==> src/rtl/pipe_ctrl_pkg.sv <==
// Shared core definitions for the pipeline controller: hold encodings, bus widths and the
// helper that merges competing hold requests.
package pipe_ctrl_pkg;

   localparam int unsigned HoldFlagBus = 3;
   localparam int unsigned InstAddrBus = 32;

   typedef logic [HoldFlagBus-1:0] hold_t;

   localparam hold_t HoldNone = 3'b000;
   localparam hold_t HoldPc   = 3'b001;
   localparam hold_t HoldIf   = 3'b010;
   localparam hold_t HoldId   = 3'b011;

   localparam logic [InstAddrBus-1:0] ZeroWord = '0;

   // Hold levels are ordered, so merging two requests keeps the deeper one.
   function automatic hold_t hold_max(input hold_t a, input hold_t b);
      return (a > b) ? a : b;
   endfunction

endpackage

==> src/rtl/pipe_ctrl.sv <==
// Pipeline controller: passes ex-stage jumps to the PC, merges stall sources into one hold
// level and hands the core bus to an external master once the pipeline has drained.
module pipe_ctrl
   import pipe_ctrl_pkg::*;
#(
   parameter int unsigned DRAIN_CYCLES = 2
) (
   input  logic                   clk,
   input  logic                   rst,
   input  logic                   jump_req_i,
   input  logic [InstAddrBus-1:0] jump_addr_i,
   input  logic                   div_busy_i,
   input  logic                   bus_req_i,
   output logic [HoldFlagBus-1:0] hold_flag_o,
   output logic                   jump_flag_o,
   output logic [InstAddrBus-1:0] jump_addr_o,
   output logic                   bus_grant_o
);

   typedef enum logic [1:0] {
      StIdle,
      StFlush,
      StDrain,
      StOwn
   } state_e;

   localparam logic [3:0] CntLoad = 4'(DRAIN_CYCLES - 1);

   state_e     state_q, state_d;
   logic [3:0] cnt_q, cnt_d;
   logic       bus_grant_q;

   always_comb begin
      jump_flag_o = jump_req_i;
      jump_addr_o = jump_req_i ? jump_addr_i : ZeroWord;
   end

   always_comb begin
      hold_t hold;
      hold = HoldNone;
      if (jump_req_i)          hold = hold_max(hold, HoldId);
      if (div_busy_i)          hold = hold_max(hold, HoldId);
      if (state_q == StFlush)  hold = hold_max(hold, HoldId);
      if (state_q == StOwn)    hold = hold_max(hold, HoldId);
      if (state_q == StDrain)  hold = hold_max(hold, HoldPc);
      hold_flag_o = hold;
   end

   always_comb begin
      state_d = state_q;
      cnt_d   = cnt_q;
      unique case (state_q)
         StIdle: begin
            if (jump_req_i) begin
               state_d = StFlush;
            end else if (bus_req_i) begin
               state_d = StDrain;
               cnt_d   = CntLoad;
            end
         end
         StFlush: begin
            if (bus_req_i) begin
               state_d = StDrain;
               cnt_d   = CntLoad;
            end else begin
               state_d = StIdle;
            end
         end
         StDrain: begin
            // A withdrawn request wins over everything; a jump restarts the drain window.
            if (!bus_req_i) begin
               state_d = StIdle;
            end else if (jump_req_i) begin
               cnt_d = CntLoad;
            end else if (!div_busy_i) begin
               if (cnt_q == 4'd0) begin
                  state_d = StOwn;
               end else begin
                  cnt_d = cnt_q - 4'd1;
               end
            end
         end
         StOwn: begin
            if (!bus_req_i) state_d = StIdle;
         end
         default: state_d = StIdle;
      endcase
   end

   always_ff @(posedge clk or posedge rst) begin
      if (rst) begin
         state_q     <= StIdle;
         cnt_q       <= 4'd0;
         bus_grant_q <= 1'b0;
      end else begin
         state_q     <= state_d;
         cnt_q       <= cnt_d;
         bus_grant_q <= (state_d == StOwn);
      end
   end

   assign bus_grant_o = bus_grant_q;

endmodule
==> config.mk <==
export PLATFORM = sky130hd
export DESIGN_NAME = pipe_ctrl
export DESIGN_NICKNAME = d
export VERILOG_FILES = /design/src/rtl/pipe_ctrl_pkg.sv /design/src/rtl/pipe_ctrl.sv
export SDC_FILE = /design/constraint.sdc
export NUM_CORES = 1
export LEC_CHECK = 0
export CAP_MARGIN = 20
export CORE_MARGIN = 4
export CORE_UTILIZATION = 28
export CTS_BUF_LIST = sky130_fd_sc_hd__clkbuf_8
export CTS_CLUSTER_SIZE = 24
export DETAILED_ROUTE_END_ITERATION = 10
export PLACE_DENSITY_LB_ADDON = 0.1
export SYNTH_ARGS = -nofsm -noshare
export SYNTH_HDL_FRONTEND = slang
export SYNTH_SLANG_ARGS = --single-unit
==> constraint.sdc <==
create_clock -name clk -period 1.6 [get_ports clk]
set_input_delay 0.48 -clock clk [delete_from_list [all_inputs] [get_ports clk]]
set_output_delay 0.48 -clock clk [all_outputs]
set_load 0.1 [all_outputs]
==> impl_metrics.tcl, run 1 <==
set metrics [dict create \
    status "did not finish" \
    stop_stage "4_1_cts" \
    first-error "[ERROR DPL-0033] detailed placement checks failed during check placement." \
    ys_warn_count 0 \
    yosys_register_bits 7 \
    io_buffers 72 \
    synth_edf_count 0 \
    hold_buffers 0 \
    synth_fp_nets 121 \
    post_cts_buffers 4 \
    cts_htree_levels 1 \
    async_reset_ff_frac 1.00 \
    synth_area_um2 654 \
    root_buffer "clkbuf_8" \
    die_w_um 56.3 \
    synth_flop_cell "dfrtp_1" \
    io_pins 74 \
    synth_cells 82 \
    cts_buffer_depth 2 \
    place.gp.congestion 0.859 \
    start_util 0.296 \
    cts_resized 51 \
    syn_area_per_cell_um2 7.98 \
    clock-sinks 7 \
    synth_seq_area_share 0.268 \
    cts_buffers 3 \
    die_y_um 56.3 \
    hpwl_um 2910 \
    synth.distinct_cells 27 \
    fp-row-count 17 \
]
-- cell usage after synthesis (2+ instances only) --
| master | instances | area share |
|---|---|---|
| inv_1 | 5 | 0.029 |
| nor3_1 | 2 | 0.015 |
| dfrtp_1 | 7 | 0.27 |
| o31a_1 | 2 | 0.027 |
| ha_1 | 2 | 0.038 |
| a31oi_1 | 2 | 0.019 |
| o211ai_1 | 2 | 0.023 |
| clkbuf_1 | 3 | 0.017 |
| and2_1 | 32 | 0.31 |
| o21ai_0 | 3 | 0.023 |
| nor3b_1 | 3 | 0.034 |
| buf_4 | 2 | 0.023 |
| nor2_1 | 3 | 0.017 |
-- logic make-up after synthesis --
| kind of cell | share of synthesized area |
|---|---|
| and+or+nand+nor | 0.480 |
| other | 0.00573 |
| buffers and inverters | 0.0688 |
| AOI/OAI and AO/OA | 0.140 |
| adders and majority gates | 0.0382 |
| DFF | 0.268 |
-- per-stage QoR --
| step | hold WS (ps) | TNS [ps] | std cells | instance area, um^2 | setup WS, ps |
|---|---|---|---|---|---|
| 2_1_floorplan | 283 | -297 | 82 | 739 | -297 |
| 3_3_place_gp | 484 | -22160 | 186 | 1900 | -581 |
| 3_5_place_dp | 501 | -25880 | 186 | 1900 | -667 |
==> run 2: changes to the inputs <==
CORE_AREA = 4 4 65 67   (was not set)
CORE_MARGIN = not set   (was 4)
CORE_UTILIZATION = not set   (was 28)
CTS_BUF_LIST = not set   (was sky130_fd_sc_hd__clkbuf_8)
CTS_CLUSTER_SIZE = not set   (was 24)
DIE_AREA = 0 0 69 71   (was not set)
PLACE_DENSITY_LB_ADDON = 0.15   (was 0.1)
==> run 2 against run 1 <==
The flow now finishes, with violations (setup timing). Synthesized cell count is the same. Synthesized area unchanged.
==> impl_metrics.tcl, run 2 <==
set metrics [dict create \
    synth_xor_area_frac 0 \
    yosys_register_bits 7 \
    synth_edf_count 0 \
    r2r_end "cnt_q[1]" \
    track_usage 0.138 \
    crit_fanout 2 \
    core_area_um2 3630 \
    synth_flop_cell "dfrtp_1" \
    io_pins 74 \
    finish.utilization 0.568 \
    synth_seq_area_share 0.268 \
    grt_pass1_wl_um 5460 \
    required_ps 1120 \
    cts_tree "yes" \
    worst_r2r_startpoint "cnt_q[1]" \
    synth_compound_area_frac 0.140 \
    place.gp.congestion 0.876 \
    finalHoldViolCount 0 \
    fin_skew_ps 5.38 \
    r2r_cells 6 \
    routedWlPerCell_um 15.9 \
    nets 209 \
    min_period_ps 1890 \
    violations "setup timing" \
    cts_buffer_depth 2 \
    grt_pass1_vias 925 \
    synth.distinct_cells 27 \
    setup_viol 2 \
    diodes 0 \
    critPathKind "reg2out" \
    final_common_cell "buf_12" \
    clock-sinks 7 \
    setup_ws_ps -287 \
    async_reset_ff_frac 1.00 \
    ys_warn_count 0 \
    rsz0062_at_grt "true" \
    root_buffer "clkbuf_8" \
    synth_top_area_share 0.306 \
    hp-class "in2async" \
    vias_per_cell 4.34 \
    route.detailed.drc 0 \
    fp-row-count 22 \
    worstPathCellList "or3_4 > or2_4 > buf_12" \
    min_period_over_period 1.18 \
    grt_start_max_net_pins 20 \
    synthToLayoutAreaGrowth_pct 215 \
    synth_fp_nets 121 \
    slowest_delay_ps 390 \
    cts_htree_levels 1 \
    r2r_setup_slack_ps 60 \
    synth_adder_area_share 0.0382 \
    powerDensity_nw_per_um2 764 \
    worstSetupStartpointType "register" \
    finalMaxSlewViolations 0 \
    yosysTopAreaCell "and2_1" \
    start_util 0.180 \
    cp_slowest_cell "dfrtp_1" \
    num_vias 942 \
    largest_register_ffs 4 \
    maxCapViolations 0 \
    num-fill-cells 330 \
    synth_area_um2 654 \
    synthTopCellsByCount "and2_1, dfrtp_1, inv_1" \
    synth_mux_area_frac 0 \
    status "complete, but fails checks" \
    hpwl_um 2760 \
    drive_above_1_share 0.586 \
    synth_cells 82 \
    clkLatencyLatePin_ps 230 \
    registers.top_by_ff_count "cnt_q" \
    overflow 0 \
    clkTransAtPathRegs_ps 40 \
    routed_wl_um 3440 \
    cts_buffers 3 \
    die_y_um 71 \
    drtPass1Iterations 4 \
    final_cell_mix "buf_12, dlygate4sd2_1, and2_4" \
    power.leakage_nw 0.963 \
    io_buffers 72 \
    die_w_um 69 \
    synth.area.top_cells "and2_1, dfrtp_1, ha_1" \
    cp.arrival_ps 1410 \
    cp-end-kind "primary output" \
    syn_area_per_cell_um2 7.98 \
    max_freq_ghz 0.530 \
    synth_top_family_by_area "simple AND/OR/NAND/NOR gates" \
    die_area_um2 4900 \
    ant_nets 0 \
    drt_iter0_drc 38 \
    ir_worst_vdd_mv 0.587 \
    antenna_found_initial 0 \
    yosys.area_share.simple 0.480 \
    post-place-ws_ps -617 \
    synth_most_common_cell "and2_1" \
]
## run 2: stage by stage
step | std cells | instance area, um^2 | power, mW | hold WS, ps | setup TNS (ps)
after floorplan | 82 | 739 | 0.857 | 283 | -297
after global placement | 207 | 1930 | 1.28 | 481 | -22430
after detailed placement | 207 | 1930 | 1.30 | 488 | -23830
after CTS | 214 | 1990 | 1.54 | 486 | -573
after global routing | 217 | 2060 | 1.66 | 508 | -616
final | 217 | 2060 | 1.58 | 484 | -561
## run 2: worst max-delay path by stage
stage	from	endpoint	slack (ps)
finish	state_q[0]	hold_flag_o[0]	-290
global route	state_q[0]	hold_flag_o[0]	-310
CTS	state_q[0]	hold_flag_o[0]	-300
detailed placement	jump_req_i	jump_addr_o[21]	-620
global placement	jump_req_i	jump_addr_o[19]	-580
floorplan	jump_req_i	hold_flag_o[0]	-300
## run 2: cell families after synthesis
group,count (synthesis)
AO/OA/AOI/OAI,13
adder cells (fa/ha/maj),2
buffers and inverters,10
flip-flops,7
other,1
AND/OR/NAND/NOR,49
## run 2: timing repair
item,in CTS,in global routing
gates cloned,1,2
endpoints found under the setup margin,41,11
gates resized for setup,49,6
pin swaps,33,1
setup buffers,2,1
hold buffers,0,0
## run 2: area by class of cell
class                           instances  area, um^2  area share
Inverter                                5        18.8     0.00909
Sequential cell                         7         175      0.0848
Multi-Input combinational cell         65         538       0.261
Timing Repair Buffer                   88        1230       0.595
Tap cell                               48        60.1      0.0291
Clock buffer                            4        45.0      0.0218
## run 2: per-layer routing
| layer | track usage | share of wire |
|---|---|---|
| met1 | 0.189 | 0.44 |
| met2 | 0.217 | 0.47 |
| met3 | 0.0483 | 0.087 |
| met4 | 0.0130 | 0.0032 |
| met5 | 0 | 0 |
## run 2: report_power, final
| group | internal [mW] | switching [mW] |
|---|---|---|
| clock network | 0.172 | 0.0750 |
| logic | 0.471 | 0.604 |
| registers | 0.219 | 0.0362 |
## run 2: worst max-delay path, delay by kind of cell (launching register included)
kind / cells / cell delay [ps]
flip-flops: 1 / 390
buffers and inverters: 1 / 170
AND/OR/NAND/NOR: 2 / 620
No activity file was read; power rests on OpenSTA's default activity.
